### src/rtl/lcd_object_writer_if.sv
// lcd_object_writer_if: HD44780 8-bit write bus.
// The writer drives it as master; the LCD or a bus monitor listens as slave.
interface lcd_object_writer_if;
  logic [7:0] lcd_data;
  logic       lcd_rs;
  logic       lcd_rw;
  logic       lcd_en;

  modport master (
    output lcd_data,
    output lcd_rs,
    output lcd_rw,
    output lcd_en
  );

  modport slave (
    input lcd_data,
    input lcd_rs,
    input lcd_rw,
    input lcd_en
  );
endinterface

### src/rtl/lcd_object_writer.sv
// lcd_object_writer: multi-object sprite writer for 2x16 HD44780 LCDs.
// Each frame erases cells of moved objects, then redraws every visible glyph.
module lcd_object_writer #(
  parameter int         N_OBJ       = 2,
  parameter int         COLS        = 16,
  parameter int         POS_W       = 5,
  parameter int         EN_HIGH_CYC = 2,
  parameter int         WAIT_CYC    = 4,
  parameter logic [7:0] BLANK_CHAR  = 8'h20
) (
  input  logic                   clk,
  input  logic                   rst,
  input  logic                   next,
  input  logic [N_OBJ-1:0]       obj_valid,
  input  logic [N_OBJ-1:0]       obj_row,
  input  logic [N_OBJ*POS_W-1:0] obj_pos,
  input  logic [N_OBJ*8-1:0]     obj_glyph,
  output logic                   busy,
  output logic                   done,
  lcd_object_writer_if.master    lcd
);

  typedef enum logic [2:0] {
    IDLE,
    ERASE_SCAN,
    ERASE_ADDR,
    ERASE_DATA,
    DRAW_SCAN,
    DRAW_ADDR,
    DRAW_DATA,
    FINISH
  } state_t;

  localparam int TOT   = 1 + EN_HIGH_CYC + WAIT_CYC;
  localparam int CNT_W = $clog2(TOT + 1);
  localparam int IDX_W = (N_OBJ > 1) ? $clog2(N_OBJ) : 1;

  localparam logic [IDX_W-1:0] LAST   = IDX_W'(N_OBJ - 1);
  localparam logic [CNT_W-1:0] CNT_LS = CNT_W'(TOT - 1);
  localparam logic [CNT_W-1:0] CNT_EN = CNT_W'(EN_HIGH_CYC);
  localparam logic [POS_W:0]   COLS_L = (POS_W + 1)'(COLS);
  localparam logic [6:0]       COL_MX = 7'(COLS - 1);

  state_t           state_q, state_d;
  logic [IDX_W-1:0] idx_q, idx_d;
  logic [CNT_W-1:0] cnt_q, cnt_d;
  logic             busy_q, busy_d;
  logic             done_q, done_d;
  logic             en_q, en_d;
  logic             rs_q, rs_d;
  logic [7:0]       data_q, data_d;

  logic [N_OBJ-1:0] valid_q, valid_d;
  logic [N_OBJ-1:0] row_q, row_d;
  logic [POS_W-1:0] pos_q [N_OBJ];
  logic [POS_W-1:0] pos_d [N_OBJ];
  logic [7:0]       glyph_q [N_OBJ];
  logic [7:0]       glyph_d [N_OBJ];
  logic [N_OBJ-1:0] drawn_q, drawn_d;
  logic [6:0]       shadow_q [N_OBJ];
  logic [6:0]       shadow_d [N_OBJ];

  logic [N_OBJ-1:0] vis_c;
  logic [N_OBJ-1:0] erase_c;
  logic [6:0]       addr_c [N_OBJ];
  logic             in_txn;
  logic             txn_last;

  always_comb begin
    for (int i = 0; i < N_OBJ; i++) begin
      vis_c[i]   = valid_q[i] && ({1'b0, pos_q[i]} < COLS_L);
      addr_c[i]  = (row_q[i] ? 7'h40 : 7'h00)
                 + (COL_MX - 7'(pos_q[i]));
      erase_c[i] = drawn_q[i]
                 && (!vis_c[i] || (addr_c[i] != shadow_q[i]));
    end
  end

  assign in_txn = (state_q == ERASE_ADDR) || (state_q == ERASE_DATA)
               || (state_q == DRAW_ADDR)  || (state_q == DRAW_DATA);
  assign txn_last = (cnt_q == CNT_LS);

  always_comb begin
    state_d  = state_q;
    idx_d    = idx_q;
    cnt_d    = cnt_q;
    busy_d   = busy_q;
    done_d   = 1'b0;
    en_d     = en_q;
    rs_d     = rs_q;
    data_d   = data_q;
    valid_d  = valid_q;
    row_d    = row_q;
    pos_d    = pos_q;
    glyph_d  = glyph_q;
    drawn_d  = drawn_q;
    shadow_d = shadow_q;

    if (in_txn && !txn_last) begin
      cnt_d = cnt_q + 1'b1;
      en_d  = (cnt_d <= CNT_EN);
    end else begin
      unique case (state_q)
        IDLE: begin
          // done_q blocks the cycle of the completion pulse itself
          if (next && !done_q) begin
            state_d = ERASE_SCAN;
            idx_d   = '0;
            busy_d  = 1'b1;
            valid_d = obj_valid;
            row_d   = obj_row;
            for (int i = 0; i < N_OBJ; i++) begin
              pos_d[i]   = obj_pos[i*POS_W +: POS_W];
              glyph_d[i] = obj_glyph[i*8 +: 8];
            end
          end
        end
        ERASE_SCAN, ERASE_DATA: begin
          if ((state_q == ERASE_SCAN) && erase_c[idx_q]) begin
            state_d = ERASE_ADDR;
            rs_d    = 1'b0;
            data_d  = {1'b1, shadow_q[idx_q]};
            cnt_d   = '0;
          end else if (idx_q == LAST) begin
            state_d = DRAW_SCAN;
            idx_d   = '0;
          end else begin
            state_d = ERASE_SCAN;
            idx_d   = idx_q + 1'b1;
          end
        end
        ERASE_ADDR: begin
          state_d = ERASE_DATA;
          rs_d    = 1'b1;
          data_d  = BLANK_CHAR;
          cnt_d   = '0;
        end
        DRAW_SCAN, DRAW_DATA: begin
          if ((state_q == DRAW_SCAN) && vis_c[idx_q]) begin
            state_d = DRAW_ADDR;
            rs_d    = 1'b0;
            data_d  = {1'b1, addr_c[idx_q]};
            cnt_d   = '0;
          end else if (idx_q == LAST) begin
            state_d = FINISH;
          end else begin
            state_d = DRAW_SCAN;
            idx_d   = idx_q + 1'b1;
          end
        end
        DRAW_ADDR: begin
          state_d = DRAW_DATA;
          rs_d    = 1'b1;
          data_d  = glyph_q[idx_q];
          cnt_d   = '0;
        end
        FINISH: begin
          state_d  = IDLE;
          busy_d   = 1'b0;
          done_d   = 1'b1;
          drawn_d  = vis_c;
          shadow_d = addr_c;
        end
        default: state_d = IDLE;
      endcase
    end
  end

  always_ff @(posedge clk) begin
    if (rst) begin
      state_q <= IDLE;
      idx_q   <= '0;
      cnt_q   <= '0;
      busy_q  <= 1'b0;
      done_q  <= 1'b0;
      en_q    <= 1'b0;
      rs_q    <= 1'b0;
      data_q  <= '0;
      valid_q <= '0;
      row_q   <= '0;
      drawn_q <= '0;
      for (int i = 0; i < N_OBJ; i++) begin
        pos_q[i]    <= '0;
        glyph_q[i]  <= '0;
        shadow_q[i] <= '0;
      end
    end else begin
      state_q  <= state_d;
      idx_q    <= idx_d;
      cnt_q    <= cnt_d;
      busy_q   <= busy_d;
      done_q   <= done_d;
      en_q     <= en_d;
      rs_q     <= rs_d;
      data_q   <= data_d;
      valid_q  <= valid_d;
      row_q    <= row_d;
      drawn_q  <= drawn_d;
      pos_q    <= pos_d;
      glyph_q  <= glyph_d;
      shadow_q <= shadow_d;
    end
  end

  assign busy         = busy_q;
  assign done         = done_q;
  assign lcd.lcd_data = data_q;
  assign lcd.lcd_rs   = rs_q;
  assign lcd.lcd_rw   = 1'b0;
  assign lcd.lcd_en   = en_q;

endmodule

### src/flat_wrapper.sv
// flat-port wrapper written by rule: the top's interface ports become plain ports
module lcd_object_writer_flat 
#(
  parameter int         N_OBJ       = 2,
  parameter int         COLS        = 16,
  parameter int         POS_W       = 5,
  parameter int         EN_HIGH_CYC = 2,
  parameter int         WAIT_CYC    = 4,
  parameter logic [7:0] BLANK_CHAR  = 8'h20
)
  (clk, rst, next, obj_valid, obj_row, obj_pos, obj_glyph, busy, done, lcd_lcd_data, lcd_lcd_rs, lcd_lcd_rw, lcd_lcd_en);
  lcd_object_writer_if lcd_i ();
  input  logic clk;
  input  logic rst;
  input  logic next;
  input  logic [N_OBJ-1:0] obj_valid;
  input  logic [N_OBJ-1:0] obj_row;
  input  logic [N_OBJ*POS_W-1:0] obj_pos;
  input  logic [N_OBJ*8-1:0] obj_glyph;
  output logic busy;
  output logic done;
  output wire logic [$bits(lcd_i.lcd_data)-1:0] lcd_lcd_data;
  output wire logic [$bits(lcd_i.lcd_rs)-1:0] lcd_lcd_rs;
  output wire logic [$bits(lcd_i.lcd_rw)-1:0] lcd_lcd_rw;
  output wire logic [$bits(lcd_i.lcd_en)-1:0] lcd_lcd_en;
  assign lcd_lcd_data = lcd_i.lcd_data;
  assign lcd_lcd_rs = lcd_i.lcd_rs;
  assign lcd_lcd_rw = lcd_i.lcd_rw;
  assign lcd_lcd_en = lcd_i.lcd_en;
  lcd_object_writer #(.N_OBJ(N_OBJ), .COLS(COLS), .POS_W(POS_W), .EN_HIGH_CYC(EN_HIGH_CYC), .WAIT_CYC(WAIT_CYC), .BLANK_CHAR(BLANK_CHAR)) u_core (.clk(clk), .rst(rst), .next(next), .obj_valid(obj_valid), .obj_row(obj_row), .obj_pos(obj_pos), .obj_glyph(obj_glyph), .busy(busy), .done(done), .lcd(lcd_i));
endmodule
### config.mk
export PLATFORM = sky130hd
export DESIGN_NAME = lcd_object_writer_flat
export DESIGN_NICKNAME = d
export VERILOG_FILES = /design/src/rtl/lcd_object_writer_if.sv /design/src/rtl/lcd_object_writer.sv /design/src/flat_wrapper.sv
export SDC_FILE = /design/constraint.sdc
export NUM_CORES = 1
export LEC_CHECK = 0
export CAP_MARGIN = 20
export CORE_MARGIN = 2
export CORE_UTILIZATION = 54
export DETAILED_ROUTE_END_ITERATION = 12
export PLACE_DENSITY = 0.8
export SETUP_SLACK_MARGIN = 0.4
export SLEW_MARGIN = 20
export SYNTH_ARGS = -nofsm -noshare
export SYNTH_HDL_FRONTEND = slang
export SYNTH_SLANG_ARGS = --single-unit
### constraint.sdc
create_clock -name clk -period 2.05 [get_ports clk]
set_input_delay 0.205 -clock clk [delete_from_list [all_inputs] [get_ports clk]]
set_output_delay 0.205 -clock clk [all_outputs]
set_load 0.03 [all_outputs]
==> impl_metrics.env, run 1 <==
export IMPL_status="finished, final reports clean"
export IMPL_ir_drop_v=0.000516
export IMPL_r2r_start="u_core.shadow_q[6]"
export IMPL_path_max_fanout=7
export IMPL_period_share_pct=92.0
export IMPL_synth_cells=376
export IMPL_yosysWarnings=0
export IMPL_grt_max_degree=39
export IMPL_synth_adder_area_share_pct=2.41
export IMPL_reg2reg_to="u_core.lcd.lcd_data[4]"
export IMPL_clk_pin_slew_worst_paths_ps=80
export IMPL_final_cell_mix="nand2_1, dfxtp_1, a21oi_1, clkdlybuf4s50_1, mux2i_1"
export IMPL_rrSetupSlack_ps=160
export IMPL_wirelength_um=7990
export IMPL_setup_ws_ps=165
export IMPL_fin_tns_setup_ps=0
export IMPL_synth_xor_area_share_pct=4.13
export IMPL_clock_path_buffers=2
export IMPL_p_int_uw=2310
export IMPL_dr_pass1_iters=4
export IMPL_ios=46
export IMPL_synth_edf_count=0
export IMPL_combPwrFrac_pct=15.0
export IMPL_fmaxAchievable_mhz=530
export IMPL_track_usage_pct=26.6
export IMPL_dieArea_um2=6400
export IMPL_ys_seq_area_share_pct=40.4
export IMPL_final_cells=507
export IMPL_cp_slowest_cell="xor3_1"
export IMPL_synth_mux_area_share_pct=9.23
export IMPL_cts_sinks=63
export IMPL_drc_errors=0
export IMPL_multi_input_area_um2=1870
export IMPL_required_ps=2320
export IMPL_hold_path_startpoint="obj_pos[1]"
export IMPL_cp_data_arrival_time_ps=2150
export IMPL_min_to="u_core.pos_q[6]"
export IMPL_overflow=0
export IMPL_max_slew_margin_pct=56.2
export IMPL_critPathKind="register to register"
export IMPL_max_stage_delay_ps=430
export IMPL_power_density_nw_per_um2=758
export IMPL_critPathBufInv=0
export IMPL_post_route_util_pct=74.4
export IMPL_area_growth_pct=32.2
export IMPL_worstSetupEndpointType="register"
export IMPL_layout_drive_gt1_share_pct=19.5
export IMPL_wl_per_cell_um=15.8
export IMPL_fp_dieH_um=80
export IMPL_cap_violations=0
export IMPL_num_vias=2860
export IMPL_synth_nets=415
export IMPL_dieWidth_um=80
export IMPL_diodes=0
export IMPL_leakage_uw=0.00150
export IMPL_slew_violations=0
export IMPL_async_flop_share_pct=0
export IMPL_crit_family="simple AND/OR/NAND/NOR gates"
export IMPL_worstPathCellList="xor3_1, nor3_4, a211oi_2, or3_4, nand2_8, mux2i_1"
export IMPL_initial_core_util_pct=56.3
export IMPL_ant_nets=0
export IMPL_coreArea_um2=5540
export IMPL_synth_top_family_by_area="simple AND/OR/NAND/NOR gates"
export IMPL_total_power_uw=3130
export IMPL_setup_worst_path_start_class="register"
export IMPL_setup_violations=0
export IMPL_clkLatencyLatePin_ps=340
export IMPL_cts_tree="built"
export IMPL_reg2regPathDepth=6
export IMPL_rows=27
export IMPL_fill_cells=424
export IMPL_htreeDepth=3
export IMPL_syn_area_um2=3120
export IMPL_avgSynthCellArea_um2=8.30
export IMPL_place_hpwl_um=5290
export IMPL_seqPwrFrac_pct=42.5
export IMPL_finalHoldViolations=0
export IMPL_layout_commonest_cell="nand2_1"
export IMPL_dp_cells=483
export IMPL_timing_final_crit_period_ps=1890
export IMPL_whs_path_depth=3
export IMPL_skew_ps=8.38
export IMPL_hold_class="input port to register"
export IMPL_port_buffers=44
export IMPL_yosys_area_share_simple_pct=19.8
export IMPL_synth_ff_type="dfxtp_1"
export IMPL_via_per_inst=5.64
export IMPL_grt_pass1_vias=2755
export IMPL_synth_cell_type_count=50
export IMPL_tightestPinTransition_ps=656
export IMPL_pwr_share_clk_pct=42.5
export IMPL_grt_pass1_wl_um=12900
export IMPL_drt_iter0_markers=112
export IMPL_antenna_found_initial=0
export IMPL_ff_latch_area_um2=1280
export IMPL_place_ws_ps=59.5
export IMPL_power_net_switching_uw=819
export IMPL_ys_ff_latch=63
export IMPL_cts_root_buf="clkbuf_8"
export IMPL_num_nets_final=469
export IMPL_cts_buffers=9
export IMPL_swShare_pct=26.2
export IMPL_gp_congestion=0.839
export IMPL_synth_compound_area_share_pct=19.5
export IMPL_rsz0062_at_grt="yes"
[cells by family after synthesis]
logic type,after synthesis
buf+inv,31
mux,28
other cells,1
simple gates,139
flops,63
xor+xnor,13
compound gates,95
fa+ha+maj,6
[layer usage]
metal	global-route usage [%]	part of all wire [%]	vias to the layer above
li1	-	-	1404
met4	12.0	2.4	0
met1	33.7	43	1372
met5	0	0	-
met2	43.2	51	68
met3	6.00	3.5	16
[area by class of cell]
| class | instances | share of cell area (%) |
|---|---|---|
| clock buffer | 9 | 3.00 |
| clock inverter | 7 | 2.91 |
| inverter | 8 | 0.728 |
| multi-input combinational | 282 | 45.4 |
| sequential | 63 | 30.9 |
| tap | 72 | 2.18 |
| timing repair buffer | 66 | 14.8 |
[worst register-to-register path, cell delays in order, from the launching register on]
cell,delay [ps]
dfxtp_2,330
xor3_1,430
nor3_4,190
a211oi_2,100
or3_4,420
nand2_8,130
mux2i_1,210
[registers in the layout (all words and copies together), names as in the netlist]
register,count
u_core.done,1
u_core.busy,1
u_core.pos_q,10
u_core.cnt_q,3
u_core.lcd.lcd_en,1
u_core.lcd.lcd_data,8
u_core.shadow_q,12
u_core.lcd.lcd_rs,1
u_core.state_q,3
u_core.valid_q,2
u_core.row_q,2
u_core.idx_q,1
u_core.glyph_q,16
u_core.drawn_q,2
[per-stage QoR]
| step | instance area, µm² | hold WS, ps |
|---|---|---|
| detailed placement | 3680 | 444 |
| CTS | 4040 | 394 |
| finish | 4120 | 400 |
| global placement | 3680 | 440 |
| global route | 4120 | 396 |
| floorplan | 3150 | 341 |
[power by group through the flow]
stage	sequential [µW]	combinational [µW]	clock (µW)
final	1330	469	1330
after global routing	1330	511	1410
after CTS	1330	446	1340
after detailed placement	1360	409	0
after global placement	1360	404	0
after floorplan	1350	279	0
[worst max path at each step]
stage	from	end	slack, ps	cells past startpoint
2_1_floorplan	u_core.shadow_q[6]	u_core.lcd.lcd_data[0]	350	7
3_3_place_gp	u_core.pos_q[4]	u_core.state_q[2]	120	7
3_5_place_dp	u_core.row_q[1]	u_core.lcd.lcd_data[4]	60	6
4_1_cts	u_core.shadow_q[6]	u_core.lcd.lcd_data[4]	190	6
5_1_grt	u_core.shadow_q[6]	u_core.lcd.lcd_data[4]	100	6
6_report	u_core.shadow_q[6]	u_core.lcd.lcd_data[4]	160	6
[cells in the mapped netlist (all sizes together), types with 4 or more instances]
| cell | count | area share [%] |
|---|---|---|
| nand2 | 100 | 12 |
| dfxtp | 63 | 40 |
| a21oi | 48 | 7.7 |
| mux2i | 22 | 7.1 |
| o21ai | 17 | 2.8 |
| clkbuf | 15 | 1.8 |
| nor2 | 14 | 1.7 |
| xnor2 | 11 | 3.1 |
| buf | 8 | 1.6 |
| nand2b | 8 | 1.8 |
| a221oi | 7 | 2.2 |
| inv | 7 | 0.84 |
| ha | 6 | 2.4 |
| mux2 | 6 | 2.2 |
| a311oi | 5 | 1.4 |
| nor3 | 5 | 0.96 |
| a211oi | 4 | 1.5 |
| o211ai | 4 | 0.96 |
[timing repair]
action                                  4_1_cts  5_1_grt
buffers inserted                              5        2
gates resized for setup                      18       15
endpoints found under the setup margin       61       42
cloned                                        0        1
pin swaps                                     8        2
hold buffers                                  0        0
No activity file was read; power rests on OpenSTA's default activity.
==> run 2, diff against run 1 <==
--- a/config.mk
+++ b/config.mk
@@ -6,10 +6,11 @@
 export NUM_CORES = 1
 export LEC_CHECK = 0
 export CAP_MARGIN = 20
+export CORE_ASPECT_RATIO = 0.9
 export CORE_MARGIN = 2
-export CORE_UTILIZATION = 54
+export CORE_UTILIZATION = 50
 export DETAILED_ROUTE_END_ITERATION = 12
-export PLACE_DENSITY = 0.8
+export PLACE_DENSITY = 0.74
 export SETUP_SLACK_MARGIN = 0.4
 export SLEW_MARGIN = 20
 export SYNTH_ARGS = -nofsm -noshare
==> run 2 against run 1 <==
Effect of this change:
- non-clock buffer count increased by 1
- cell count rose by 0.20%
- flip-flop and latch count stayed put
- sequential power barely moved
- clock-buffer cell count is 2 higher
- worst hold slack improved by 9.4 ps
- power is 4.7% lower
- worst setup slack better by 89 ps
- register-to-register slack better by 90 ps
- fmax rose by 4.9%
- design area is 1.7% lower
- largest power group unchanged
- critical endpoint is now u_core.lcd.lcd_data[2]
- largest cell class unchanged
- critical path type unchanged
==> impl_metrics.env, run 2 (synthesis gave the netlist of run 1 again) <==
export IMPL_skew_ps=7.23
export IMPL_drc_errors=0
export IMPL_worstSetupEndpointType="register"
export IMPL_diodes=0
export IMPL_wl_per_cell_um=14.9
export IMPL_layout_drive_gt1_share_pct=18.8
export IMPL_power_density_nw_per_um2=735
export IMPL_grt_pass1_vias=2716
export IMPL_setup_violations=0
export IMPL_clock_path_buffers=2
export IMPL_critPathKind="register to register"
export IMPL_dieWidth_um=87.3
export IMPL_rows=27
export IMPL_num_nets_final=470
export IMPL_layout_commonest_cell="nand2_1"
export IMPL_fp_dieH_um=78.9
export IMPL_port_buffers=44
export IMPL_cts_root_buf="clkbuf_8"
export IMPL_gp_congestion=0.943
export IMPL_cts_buffers=9
export IMPL_ant_nets=0
export IMPL_setup_worst_path_start_class="register"
export IMPL_num_vias=2836
export IMPL_timing_final_crit_period_ps=1800
export IMPL_clkLatencyLatePin_ps=340
export IMPL_startpoint="u_core.shadow_q[6]"
export IMPL_final_cell_mix="nand2_1, dfxtp_1, a21oi_1, clkdlybuf4s50_1, buf_4"
export IMPL_overflow=0
export IMPL_hold_path_startpoint="obj_pos[2]"
export IMPL_hold_class="input port to register"
export IMPL_rsz0062_at_grt="yes"
export IMPL_ios=46
export IMPL_top_regs="u_core.glyph_q x16, u_core.shadow_q x12, u_core.pos_q x10"
export IMPL_slew_violations=0
export IMPL_largest_register="u_core.glyph_q"
export IMPL_largest_reg_flops=16
export IMPL_area_growth_pct=29.9
export IMPL_path_max_fanout=7
export IMPL_period_share_pct=87.7
export IMPL_status="finished, final reports clean"
export IMPL_r2r_start="u_core.shadow_q[6]"
export IMPL_cts_sinks=63
export IMPL_cp_data_arrival_time_ps=2070
export IMPL_ir_drop_v=0.000566
export IMPL_grt_pass1_wl_um=12900
export IMPL_fin_tns_setup_ps=0
export IMPL_fmaxAchievable_mhz=557
export IMPL_initial_core_util_pct=51.3
export IMPL_track_usage_pct=23.9
export IMPL_antenna_found_initial=0
export IMPL_dr_pass1_iters=4
export IMPL_grt_max_degree=37
export IMPL_via_per_inst=5.58
export IMPL_coreArea_um2=6080
export IMPL_place_hpwl_um=5470
export IMPL_cts_tree="built"
export IMPL_finalHoldViolations=0
export IMPL_dieArea_um2=6890
export IMPL_required_ps=2320
export IMPL_leakage_uw=0.00147
export IMPL_htreeDepth=3
export IMPL_cap_violations=0
export IMPL_drt_iter0_markers=157
export IMPL_fin_hold_ws_ps=410
export IMPL_clk_pin_slew_worst_paths_ps=70
export IMPL_wirelength_um=7570
==> run 2: changes by cell type in the layout (fill, tap and decap cells not counted), sizes merged <==
cell,previous run,this run
buf,21,23
bufinv,3,2
clkbuf,10,11
inv,8,7
==> run 2: layout make-up <==
type                       count  area (µm²)
fill                         522        2030
multi-input combinational    282        1830
sequential                    63        1270
timing repair buffer          67         613
clock buffer                  11         141
tap                           72        90.1
clock inverter                 5        81.3
inverter                       8        30.0
==> run 2: per-layer routing <==
layer,global-route usage [%],vias to the layer above,part of all wire [%]
met5,0,-,0
met2,39.3,85,50
met1,30.8,1333,43
met3,6.34,6,6.8
li1,-,1412,-
met4,6.31,0,0.59
==> run 2: final timing paths <==
check,to,slack [ps],depth (start not counted)
max,u_core.lcd.lcd_data[2],250,6
min,u_core.pos_q[7],410,3
max reg2reg,u_core.lcd.lcd_data[2],250,6
min reg2reg,u_core.glyph_q[10],460,2
==> run 2: timing repair <==
action / 4_1_cts / 5_1_grt
hold buffers: 0 / 0
setup endpoints to repair: 30 / 17
gates resized for setup: 15 / 6
setup buffers: 3 / 0
pin swaps: 6 / 2
==> run 2: stage by stage <==
step                total power [µW]  setup slack, ps  instance area (µm²)  util (%)  instances
floorplan                       1630              355                 3150         -        376
global placement                1770              148                 3720      61.3        489
detailed placement              1770             91.8                 3720      61.3        489
CTS                             3000              246                 4030      66.3        508
global route                    3110              119                 4050      66.6        508
finish                          2980              253                 4050      66.6        508
==> run 2: report_power, final <==
group          switching (µW)  internal, µW
Sequential               46.0          1280
Clock                     493           718
Combinational             234           211
==> run 2: worst max-delay path, stage by stage (launching register included) <==
cell and delay (ps):
dfxtp_2 340, xor3_1 400, nor3_2 160, a211oi_1 100
or3_4 410, nand2_8 120, mux2i_1 190
==> run 3, diff against run 2 <==
--- a/config.mk
+++ b/config.mk
@@ -7,12 +7,11 @@
 export LEC_CHECK = 0
 export CAP_MARGIN = 20
 export CORE_ASPECT_RATIO = 0.9
-export CORE_MARGIN = 2
+export CORE_MARGIN = 5
 export CORE_UTILIZATION = 50
 export DETAILED_ROUTE_END_ITERATION = 12
 export PLACE_DENSITY = 0.74
 export SETUP_SLACK_MARGIN = 0.4
-export SLEW_MARGIN = 20
 export SYNTH_ARGS = -nofsm -noshare
 export SYNTH_HDL_FRONTEND = slang
 export SYNTH_SLANG_ARGS = --single-unit
==> run 3 against run 2 <==
Effect of this change:
- critical path type unchanged
- largest power group unchanged
- cell count shrank 0.39%
- via count shrank 2.2%
- power is essentially flat
- first-iteration DRC count grew 6.4%
- clock skew is essentially flat
- highest routed layer unchanged
- critical path depth grew 1
==> impl_metrics.env, run 3 (synthesis gave the netlist of run 1 again) <==
export IMPL_status="finished, final reports clean"
export IMPL_area_growth_pct=29.6
export IMPL_rows=27
export IMPL_cp_slowest_cell="xor3_1"
export IMPL_postLayoutCellArea_um2=4040
export IMPL_drt_iter0_markers=167
export IMPL_whs_path_depth=3
export IMPL_worstPathCellList="xor3_1, nor3_2, a21oi_1, o211ai_1, buf_4, nand3_1, a221oi_2"
export IMPL_grt_max_degree=40
export IMPL_crit_family="compound AO/OA/AOI/OAI gates"
export IMPL_drc_errors=0
export IMPL_ir_drop_v=0.000426
export IMPL_required_ps=2290
export IMPL_critPathKind="register to register"
export IMPL_max_stage_delay_ps=410
export IMPL_diodes=0
export IMPL_reg2reg_to="u_core.state_q[2]"
export IMPL_period_share_pct=89.2
export IMPL_timing_final_crit_period_ps=1830
export IMPL_hold_class="input port to register"
export IMPL_busiest_layer="met2"
export IMPL_place_hpwl_um=5570
export IMPL_ant_nets=0
export IMPL_clock_path_buffers=2
export IMPL_fmaxAchievable_mhz=547
export IMPL_grt_use_met2_pct=35.2
export IMPL_dp_cells=485
export IMPL_rrSetupSlack_ps=220
export IMPL_rsz0062_at_grt="yes"
export IMPL_dr_pass1_iters=4
export IMPL_min_to="u_core.valid_q[1]"
export IMPL_grt_pass1_wl_um=13200
export IMPL_final_cells=506
export IMPL_wl_per_cell_um=15.4
export IMPL_setup_violations=0
export IMPL_grt_pass1_vias=2756
export IMPL_track_usage_pct=20.9
export IMPL_hold_buffers=0
export IMPL_clkLatencyLatePin_ps=340
export IMPL_gp_congestion=0.933
export IMPL_use_met1_pct=25.6
export IMPL_skew_ps=7.03
export IMPL_fin_tns_setup_ps=0
export IMPL_startpoint="u_core.shadow_q[6]"
export IMPL_clk_pin_slew_worst_paths_ps=70
export IMPL_cp_data_arrival_time_ps=2070
export IMPL_use_met3_pct=5.67
export IMPL_r2r_start="u_core.shadow_q[6]"
export IMPL_cts_sinks=63
export IMPL_fin_hold_ws_ps=406
export IMPL_dieArea_um2=7920
export IMPL_dieWidth_um=93.3
export IMPL_largest_register="u_core.glyph_q"
export IMPL_top_regs="u_core.glyph_q x16, u_core.shadow_q x12, u_core.pos_q x10"
export IMPL_largest_reg_flops=16
export IMPL_cts_root_buf="clkbuf_8"
export IMPL_critPathBufInv=1
export IMPL_num_nets_final=468
export IMPL_initial_core_util_pct=51.3
export IMPL_slew_violations=0
export IMPL_place_area_um2=3690
export IMPL_setup_worst_path_start_class="register"
export IMPL_num_vias=2775
export IMPL_layout_commonest_cell="nand2_1"
export IMPL_fp_dieH_um=84.9
export IMPL_finalHoldViolations=0
export IMPL_layout_drive_gt1_share_pct=18.7
export IMPL_reg2regPathDepth=7
export IMPL_overflow=0
export IMPL_fill_cells=522
export IMPL_port_buffers=44
export IMPL_htreeDepth=3
export IMPL_ios=46
export IMPL_path_max_fanout=4
export IMPL_via_per_inst=5.48
export IMPL_power_density_nw_per_um2=737
export IMPL_cap_violations=0
export IMPL_antenna_found_initial=0
export IMPL_cts_tree="built"
export IMPL_worstSetupEndpointType="register"
export IMPL_hold_path_startpoint="obj_valid[1]"
export IMPL_final_cell_mix="nand2_1, dfxtp_1, a21oi_1, clkdlybuf4s50_1, mux2i_1"
export IMPL_leakage_uw=0.00147
export IMPL_wirelength_um=7800
export IMPL_cts_buffers=9
export IMPL_coreArea_um2=6080
## run 3: changes by cell type in the layout (fill, tap and decap cells not counted), sizes merged
cell | before | now
buf | 23 | 21
clkbuf | 11 | 10
clkinv | 3 | 5
clkinvlp | 1 | 0
## run 3: routing by layer
layer / wire (µm) / share of wire (%)
met5: 0 / 0
met4: 146 / 1.9
met3: 461 / 5.9
met2: 3850 / 49
met1: 3340 / 43
## run 3: area by class of cell
cell class	count	area, µm²	area share (%)
tap	72	90.1	2.23
multi-input combinational	282	1820	44.9
timing repair buffer	65	611	15.1
sequential	63	1270	31.5
inverter	8	30.0	0.743
clock inverter	6	83.8	2.07
clock buffer	10	138	3.40
## run 3: worst max path at each step
| stage | endpoint | depth (start not counted) |
|---|---|---|
| floorplan | u_core.lcd.lcd_data[0] | 7 |
| global route | u_core.state_q[2] | 7 |
| detailed placement | u_core.lcd.lcd_data[4] | 6 |
| CTS | u_core.lcd.lcd_data[4] | 6 |
| global placement | u_core.lcd.lcd_data[0] | 6 |
| finish | u_core.state_q[2] | 7 |
## run 3: stage by stage
stage | power (µW) | worst slack (ps) | util, %
3_5_place_dp | 1770 | 79.1 | 60.8
3_3_place_gp | 1760 | 182 | 60.8
6_report | 2980 | 222 | 66.5
5_1_grt | 3110 | 169 | 66.5
2_1_floorplan | 1630 | 355 | -
4_1_cts | 2990 | 253 | 66.2
## run 3: worst register-to-register path: cells and delay by family (launching register included)
kind	cells	cell delay [ps]
AO/OA/AOI/OAI	3	550
XOR/XNOR	1	410
AND/OR/NAND/NOR	2	270
flip-flops	1	340
buffers and inverters	1	170
## run 3: power by group
group          total [µW]  switching, µW  internal, µW
clock                1200            485           713
combinational         459            239           220
sequential           1330           46.7          1280
## run 3: what timing repair did
item                                   in CTS  in global routing
buffers inserted                            4                  1
setup endpoints to repair                  46                 16
pin swaps                                   6                  5
endpoints found under the hold margin       0                  0
resized for setup                          16                  6
